## config.mk

```make
export PLATFORM = sky130hd
export DESIGN_NAME = vin_ps2_ctrl
export DESIGN_NICKNAME = d
export VERILOG_FILES = /design/src/rtl/vin_ps2_ctrl.sv
export SDC_FILE = /design/constraint.sdc
export NUM_CORES = 1
export LEC_CHECK = 0
export ABC_AREA = 1
export CAP_MARGIN = 30
export CORE_MARGIN = 3
export CORE_UTILIZATION = 30
export CTS_CLUSTER_SIZE = 28
export DETAILED_ROUTE_END_ITERATION = 7
export GPL_ROUTABILITY_DRIVEN = 0
export PLACE_DENSITY = 0.6
export SLEW_MARGIN = 20
export SYNTH_ARGS = -nofsm -noshare
export SYNTH_HDL_FRONTEND = slang
export SYNTH_SLANG_ARGS = --single-unit
```

## constraint.sdc

```tcl
create_clock -name clk -period 1.7 [get_ports clk]
set_input_delay 0.17 -clock clk [delete_from_list [all_inputs] [get_ports clk]]
set_output_delay 0.17 -clock clk [all_outputs]
set_load 0.01 [all_outputs]
```

## src/rtl/vin_ps2_ctrl.sv

```systemverilog
// PS/2 host controller: filtered bus receive, E0/F0 scancode decode, optional host transmit.
// Define VIN_PS2_CTRL_TX_EN to build the host-to-device transmit path; otherwise the TX outputs are tied low.
module vin_ps2_ctrl #(
    parameter int CLK_FREQ   = 48000000,
    parameter int TIMEOUT_US = 2000,
    parameter int INHIBIT_US = 100
) (
    input  logic        clk,
    input  logic        reset,
    input  logic        ps2_clk_in,
    input  logic        ps2_data_in,
    output logic        ps2_clk_oe,
    output logic        ps2_data_oe,
    output logic [7:0]  key_code,
    output logic        key_ext,
    output logic        key_release,
    output logic        key_valid,
    output logic [15:0] code,
    output logic        rx_err,
    input  logic [7:0]  tx_data,
    input  logic        tx_req,
    output logic        tx_busy,
    output logic        tx_err
);
    localparam int          CYC_PER_US  = CLK_FREQ / 1000000;
    localparam logic [31:0] TIMEOUT_CYC = 32'(CYC_PER_US * TIMEOUT_US);
    localparam logic [31:0] INHIBIT_CYC = 32'(CYC_PER_US * INHIBIT_US);

    typedef enum logic [1:0] {IDLE, DATA, PARITY, STOP} rx_state_t;

    logic [1:0]  clk_sync, data_sync;
    logic [2:0]  clk_samp, data_samp;
    logic        clk_filt_q, clk_filt, data_filt, fall;
    logic [31:0] gap_cnt;
    logic        gap_timeout, rx_waiting, tx_waiting;
    rx_state_t   rx_state;
    logic [7:0]  rx_shift;
    logic [2:0]  bit_cnt;
    logic        par_ok, ext_pend, rel_pend;

    // Synchronizers and filters idle high, matching a released bus.
    always_ff @(posedge clk) begin
        if (reset) begin
            clk_sync   <= 2'b11;
            data_sync  <= 2'b11;
            clk_samp   <= 3'b111;
            data_samp  <= 3'b111;
            clk_filt_q <= 1'b1;
        end else begin
            clk_sync   <= {clk_sync[0], ps2_clk_in};
            data_sync  <= {data_sync[0], ps2_data_in};
            clk_samp   <= {clk_samp[1:0], clk_sync[1]};
            data_samp  <= {data_samp[1:0], data_sync[1]};
            clk_filt_q <= clk_filt;
        end
    end

    assign clk_filt  = (clk_samp[0] & clk_samp[1]) | (clk_samp[0] & clk_samp[2]) | (clk_samp[1] & clk_samp[2]);
    assign data_filt = (data_samp[0] & data_samp[1]) | (data_samp[0] & data_samp[2]) | (data_samp[1] & data_samp[2]);
    assign fall      = clk_filt_q & ~clk_filt;

    // One gap counter serves both directions; it only runs while a frame is in flight.
    assign gap_timeout = (gap_cnt == TIMEOUT_CYC - 32'd1);
    assign rx_waiting  = (rx_state != IDLE);

    always_ff @(posedge clk) begin
        if (reset || fall || !(rx_waiting || tx_waiting)) begin
            gap_cnt <= 32'd0;
        end else if (!gap_timeout) begin
            gap_cnt <= gap_cnt + 32'd1;
        end
    end

    always_ff @(posedge clk) begin
        if (reset) begin
            rx_state    <= IDLE;
            rx_shift    <= 8'h00;
            bit_cnt     <= 3'd0;
            par_ok      <= 1'b0;
            ext_pend    <= 1'b0;
            rel_pend    <= 1'b0;
            key_code    <= 8'h00;
            key_ext     <= 1'b0;
            key_release <= 1'b0;
            key_valid   <= 1'b0;
            code        <= 16'h0000;
            rx_err      <= 1'b0;
        end else begin
            key_valid <= 1'b0;
            rx_err    <= 1'b0;
            if (tx_busy) begin
                rx_state <= IDLE;
            end else if (fall) begin
                case (rx_state)
                    IDLE: begin
                        if (!data_filt) begin
                            rx_state <= DATA;
                            bit_cnt  <= 3'd0;
                        end
                    end
                    DATA: begin
                        rx_shift <= {data_filt, rx_shift[7:1]};
                        bit_cnt  <= bit_cnt + 3'd1;
                        if (bit_cnt == 3'd7) begin
                            rx_state <= PARITY;
                        end
                    end
                    PARITY: begin
                        par_ok   <= ^{rx_shift, data_filt};
                        rx_state <= STOP;
                    end
                    default: begin
                        rx_state <= IDLE;
                        if (data_filt && par_ok) begin
                            code <= {code[7:0], rx_shift};
                            if (rx_shift == 8'hE0) begin
                                ext_pend <= 1'b1;
                            end else if (rx_shift == 8'hF0) begin
                                rel_pend <= 1'b1;
                            end else begin
                                key_code    <= rx_shift;
                                key_ext     <= ext_pend;
                                key_release <= rel_pend;
                                key_valid   <= 1'b1;
                                ext_pend    <= 1'b0;
                                rel_pend    <= 1'b0;
                            end
                        end else begin
                            rx_err   <= 1'b1;
                            ext_pend <= 1'b0;
                            rel_pend <= 1'b0;
                        end
                    end
                endcase
            end else if (gap_timeout && rx_waiting) begin
                rx_state <= IDLE;
                rx_err   <= 1'b1;
                ext_pend <= 1'b0;
                rel_pend <= 1'b0;
            end
        end
    end

`ifdef VIN_PS2_CTRL_TX_EN
    typedef enum logic [1:0] {TX_IDLE, TX_INHIBIT, TX_BITS} tx_state_t;

    tx_state_t   tx_state;
    logic [7:0]  tx_byte;
    logic [3:0]  tx_idx;
    logic [31:0] inh_cnt;
    logic        tx_pend;

    assign tx_waiting = (tx_state == TX_BITS);

    // A request is latched immediately but only launched once the receiver is idle.
    always_ff @(posedge clk) begin
        if (reset) begin
            tx_state    <= TX_IDLE;
            tx_byte     <= 8'h00;
            tx_idx      <= 4'd0;
            inh_cnt     <= 32'd0;
            tx_pend     <= 1'b0;
            tx_busy     <= 1'b0;
            tx_err      <= 1'b0;
            ps2_clk_oe  <= 1'b0;
            ps2_data_oe <= 1'b0;
        end else begin
            tx_err <= 1'b0;
            case (tx_state)
                TX_IDLE: begin
                    if (tx_pend && rx_state == IDLE) begin
                        tx_pend    <= 1'b0;
                        tx_busy    <= 1'b1;
                        ps2_clk_oe <= 1'b1;
                        inh_cnt    <= 32'd0;
                        tx_state   <= TX_INHIBIT;
                    end else if (tx_req && !tx_pend) begin
                        tx_pend <= 1'b1;
                        tx_byte <= tx_data;
                    end
                end
                TX_INHIBIT: begin
                    if (inh_cnt == INHIBIT_CYC - 32'd1) begin
                        ps2_clk_oe  <= 1'b0;
                        ps2_data_oe <= 1'b1;
                        tx_idx      <= 4'd0;
                        tx_state    <= TX_BITS;
                    end else begin
                        inh_cnt <= inh_cnt + 32'd1;
                    end
                end
                default: begin
                    if (fall) begin
                        tx_idx <= tx_idx + 4'd1;
                        if (tx_idx < 4'd8) begin
                            ps2_data_oe <= ~tx_byte[tx_idx[2:0]];
                        end else if (tx_idx == 4'd8) begin
                            ps2_data_oe <= ^tx_byte;
                        end else if (tx_idx == 4'd9) begin
                            ps2_data_oe <= 1'b0;
                        end else begin
                            tx_busy  <= 1'b0;
                            tx_err   <= data_filt;
                            tx_state <= TX_IDLE;
                        end
                    end else if (gap_timeout) begin
                        tx_busy     <= 1'b0;
                        tx_err      <= 1'b1;
                        ps2_clk_oe  <= 1'b0;
                        ps2_data_oe <= 1'b0;
                        tx_state    <= TX_IDLE;
                    end
                end
            endcase
        end
    end
`else
    logic unused_tx;

    assign unused_tx   = ^{tx_data, tx_req, INHIBIT_CYC};
    assign tx_waiting  = 1'b0;
    assign tx_busy     = 1'b0;
    assign tx_err      = 1'b0;
    assign ps2_clk_oe  = 1'b0;
    assign ps2_data_oe = 1'b0;
`endif

endmodule

```

[Yosys cells after proc, flatten, opt, wreduce, memory -nomap -nowiden]
Cells that the tools add are included.
Word-level totals
  flip-flop bits (word level): 87
  bits in latches: 0
  bits in writable memories: 0
  bits in read-only memories: 0
  word-level logic and storage cells: 92
  memories: 0
Operators by class
  $add $sub $neg: 2
  multipliers: 0
  divide/modulo/power cells: 0
  order comparisons: 0
  equal/unequal tests: 12
  shifts and indexed selects: 0
  multiplexer cells: 23
  bitwise operators: 17
  reduce and logical (&&, ||, !) cells: 20
Operators by type and width (number)
  $add A32 B1 Y32 const B: 1
  $eq A32 B17 Y1 const B: 1
  $eq A8 B8 Y1 const B: 2
  $mux W1: 16
  $reduce_and A3 Y1: 5
  $ne A3 B3 Y1 const B: 3
  $reduce_xor A9 Y1: 1
  $mux W2: 4
  $and A1 B1 Y1: 7
  $reduce_or A7 Y1: 1
  $not A1 Y1: 6
  $pmux W2 S3: 1
  $pmux W3 S2: 1
  $reduce_bool A2 Y1: 3
  $reduce_and A5 Y1: 1
  $ne A2 B2 Y1 const B: 2
  $ne A4 B4 Y1 const B: 1
  $or A1 B1 Y1: 4
  $reduce_and A2 Y1: 2
  $add A3 B1 Y3 const B: 1
  $eq A3 B3 Y1 const B: 1
  $mux W3: 1
  $reduce_or A3 Y1: 1
  $eq A2 B1 Y1 const B: 1
  5 further kinds: 7

[Logic depth before layout (Yosys ltp)]
  word-level depth: 7
  depth in mapped cells: 11
  depth with buffers taken out: 11

[Worst setup path after synthesis]
OpenSTA, ideal clock, no wires.
  path type: reg-to-reg
  start point: register gap_cnt[0]
  end point: register ext_pend
  library setup time: 115 ps
  arrival: 1353 ps
  slack: 232 ps
  stages on the path, launching flop included: 11
  cells stage by stage: dfxtp_1 > ha_1 > inv_1 > nor2_4 > nand2_4 > nor2_4 > nand3_2 > nand2_4 > nand3_1 > nand2_1 > nor2_1
On the way
  longest elaborated chain between the ends: 4
RTL lines
  start: declaration: line 34  | logic [31:0] gap_cnt;
  start signal: assignment: line 70  | gap_cnt <= gap_cnt + 32'd1;
  $eq A32 B17 Y1: line 63  | assign gap_timeout = (gap_cnt == TIMEOUT_CYC - 32'd1);
  $logic_and A1 B1 Y1: line 135  | end else if (gap_timeout && rx_waiting) begin
  $reduce_bool A2 Y1 (no source line)
  $reduce_and A3 Y1 (no source line)
  end signal: assignment: line 80  | ext_pend <= 1'b0;
  end signal: assignment: line 130  | ext_pend <= 1'b0;
  end signal: assignment: line 138  | ext_pend <= 1'b0;
  end: declaration: line 39  | logic par_ok, ext_pend, rel_pend;
Every way passes these cells.
A chain may end at the register's enable or synchronous reset.

[Worst setup path after layout]
  start point: register gap_cnt[0]
  end point: register rel_pend
On the way
  longest elaborated chain between the ends: 4
RTL lines
  $eq A32 B17 Y1: line 63
  $logic_and A1 B1 Y1: line 135
  $reduce_bool A2 Y1 (no source line)
  $reduce_and A3 Y1 (no source line)
  end signal: assignment: line 81  | rel_pend <= 1'b0;
  end signal: assignment: line 131  | rel_pend <= 1'b0;
  end signal: assignment: line 139  | rel_pend <= 1'b0;
  end: declaration: line 39
Every way passes these cells.

==> results.py <==
metrics = {
    "status": {
        "status": "complete, no violations",
    },
    "synth": {
        "synth_edf_count": 0,
        "yosysTopAreaCell": "dfxtp_1",
        "synth_seq_cells": 87,
        "synth_cell_type_count": 41,
        "async_flop_share_pct": 0,
        "syn-instance-count": 561,
        "synthesis.area_um2": 4179,
        "syn_area_per_cell_um2": 7.449,
        "ys_seq_area_share_pct": 41.68,
        "yosys-top-cells-area": "dfxtp_1 42%, nand2_1 10%, nor2_1 6.2%, a21oi_1 6.1%, inv_1 5.1%",
        "synth_top_area_share_pct": 41.68,
        "ys_warn_count": 0,
        "ys.flop_type": "dfxtp_1",
    },
    "worst_setup_path": {
        "timing.rr.end": "rel_pend",
        "worst-r2r-setup-slack_ps": 160,
        "endpoint_kind": "flip-flop",
        "worstPathRequired_ps": 1950,
        "cp_max_fo": 8,
        "reg2reg_from": "gap_cnt[0]",
        "worstSetupPathType": "reg -> reg",
        "worstPathArrival_ps": 1790,
        "startpoint_type": "flip-flop",
        "reg2regPathDepth": 10,
    },
    "drt": {
        "detail_route.first_pass.iterations": 5,
        "wl_per_cell_um": 11.82,
        "finalWirelength_um": 9234,
        "ant_nets": 0,
        "viasPerCell": 4.640,
        "drt-initial-drc-count": 206,
        "drc": 0,
        "vias": 3624,
    },
    "hold_path": {
        "holdPathStages": 2,
        "hold_path_class": "in -> reg",
        "hold_path.startpoint": "ps2_data_in",
        "hold_path_end": "data_sync[0]",
    },
    "power": {
        "vdd.ir_drop.worst_v": 0.0006108,
        "p_leak_nw": 1.958,
        "power_density_nw_per_um2": 813.7,
    },
    "cells_and_area": {
        "drive_gt1_share_pct": 14.88,
        "multi_input_area_um2": 2106,
        "fin_util_pct": 37.26,
        "nets": 620,
        "synthToLayoutAreaGrowth_pct": 19.94,
        "diodes": 0,
        "seqCellArea_um2": 1742,
        "fillers": 1430,
    },
    "global_route": {
        "track_usage_pct": 12.94,
        "grt_pass1_wl_um": 15680,
        "grt_pass1_vias": 3459,
        "grt_max_degree": 23,
        "antenna_found_initial": 0,
        "grt_remaining_overflow": 0,
    },
    "sta": {
        "hold_viol": 0,
        "fmax_ghz": 0.6499,
        "fin_tns_setup_ps": 0,
        "period_share_pct": 90.51,
        "layout_min_cycle_time_ps": 1539,
        "rsz0062_at_grt": "no",
        "skew_ps": 6.011,
        "setup_violations": 0,
        "drv_slew": 0,
    },
    "cts": {
        "cts_tree": "built",
        "cts_buffers": 9,
        "cts.sinks": 87,
        "htree_levels": 3,
        "cts_buffer_depth": 2,
        "post-cts-setup-buffers": 0,
        "clock-root-buffer": "clkbuf_16",
        "post_cts_resize_count": 0,
        "ctsHoldBuffers": 0,
        "insertion_delay_ps": 350,
        "cts.reportedPaths.clkPinSlew_ps": 70,
    },
    "floorplan": {
        "dieWidth_um": 124.0,
        "std_cell_rows": 42,
        "num_io_pins": 45,
        "fp.dieArea_um2": 15380,
        "core-area_um2": 13450,
        "die_h_um": 124.0,
        "start_util_pct": 31.06,
    },
    "placed_design": {
        "place.port_buffers": 31,
        "hpwl_um": 6915,
    },
    "flow_run": {
        "cap_violations": 0,
    },
}
-- worst max-delay path by stage --
stage / end / startpoint / cells past startpoint / slack [ps]
6_report: rel_pend / gap_cnt[0] / 10 / 160
5_1_grt: rx_err / gap_cnt[0] / 9 / 20
4_1_cts: gap_cnt[16] / gap_cnt[0] / 8 / 100
3_5_place_dp: gap_cnt[16] / gap_cnt[0] / 8 / 110
3_3_place_gp: gap_cnt[16] / gap_cnt[0] / 8 / 200
2_1_floorplan: ext_pend / gap_cnt[0] / 10 / 230
-- worst max-delay path, cell delays in order, from the launching register on --
cell and delay [ps]:
dfxtp_1 380, ha_1 180, inv_1 70, nor2_4 140, nand2_4 90, nor2_4 160, nand3_2 110, nand2_4 110
nand3_1 70, nand2_1 90, nor2_1 40
-- cell families after synthesis --
kind of cell    share of synthesized area (%)
xor+xnor                                1.886
flops                                   41.68
fa+ha+maj                               2.096
other cells                           0.08973
compound gates                          11.86
simple gates                            34.13
buf+inv                                 8.263
-- final cells by class --
class,count,area share [%]
multi-input cells,396,42.01
flip-flops and latches,87,34.75
repair buffers,40,7.788
inverters,66,5.092
clock buffers,11,5.042
well taps,176,4.393
clock inverters,5,0.9236
-- cell usage after synthesis, types with 6 or more instances --
cell / n
nand3_1: 35
a21oi_1: 51
nand2_4: 8
inv_2: 6
o21ai_0: 30
nor2_1: 69
or2_2: 12
buf_4: 6
ha_1: 7
nand2_2: 6
dfxtp_1: 87
inv_1: 57
nand2_1: 116
-- routing by layer --
layer | vias to the layer above | wire length (µm) | global-route usage (%)
met1 | 1686 | 4230 | 15.56
li1 | 1868 | - | -
met3 | 16 | 349 | 4.360
met2 | 54 | 4461 | 21.22
met5 | - | 0 | 0
met4 | 0 | 193 | 5.202
-- placed cells by master, fill, tap and decap left out, drive strengths merged, types with 3 or more instances in the layout --
master	synthesis	final
a21oi	51	51
a31oi	3	3
buf	12	9
clkbuf	3	11
clkdlybuf4s50	0	31
clkinv	2	3
conb	1	4
dfxtp	87	87
ha	7	7
inv	64	68
nand2	131	131
nand3	39	39
nand4	5	5
nor2	79	79
nor3	9	9
o21ai	39	39
or2	13	13
xnor2	4	4
xor2	5	5
-- power breakdown --
group          internal (mW)  leakage [nW]  total [mW]  switching [mW]
Combinational         0.0238          1.11      0.0629          0.0391
Clock                   1.10         0.149        1.97           0.870
Sequential              2.04         0.702        2.05         0.00237
-- stage by stage --
| step | setup WS (ps) | hold slack (ps) | power (mW) | cells | cell area, µm² |
|---|---|---|---|---|---|
| after global routing | 16.44 | 362.6 | 4.260 | 781 | 5012 |
| after global placement | 200.2 | 393.4 | 2.155 | 765 | 4711 |
| final | 161.3 | 375.9 | 4.079 | 781 | 5012 |
| after detailed placement | 111.6 | 393.7 | 2.156 | 765 | 4711 |
| after floorplan | 231.8 | 273.8 | 2.141 | 564 | 4190 |
| after CTS | 97.99 | 364.1 | 4.148 | 781 | 5010 |
-- registers in the layout, indices dropped and copies added, names as in the netlist, 2 cells and up --
register / flops
clk_sync: 2
gap_cnt: 32
bit_cnt: 3
data_sync: 2
rx_state: 2
rx_shift: 8
data_samp: 3
clk_samp: 3
code: 16
key_code: 8
Power figures use the tool's default switching activity.
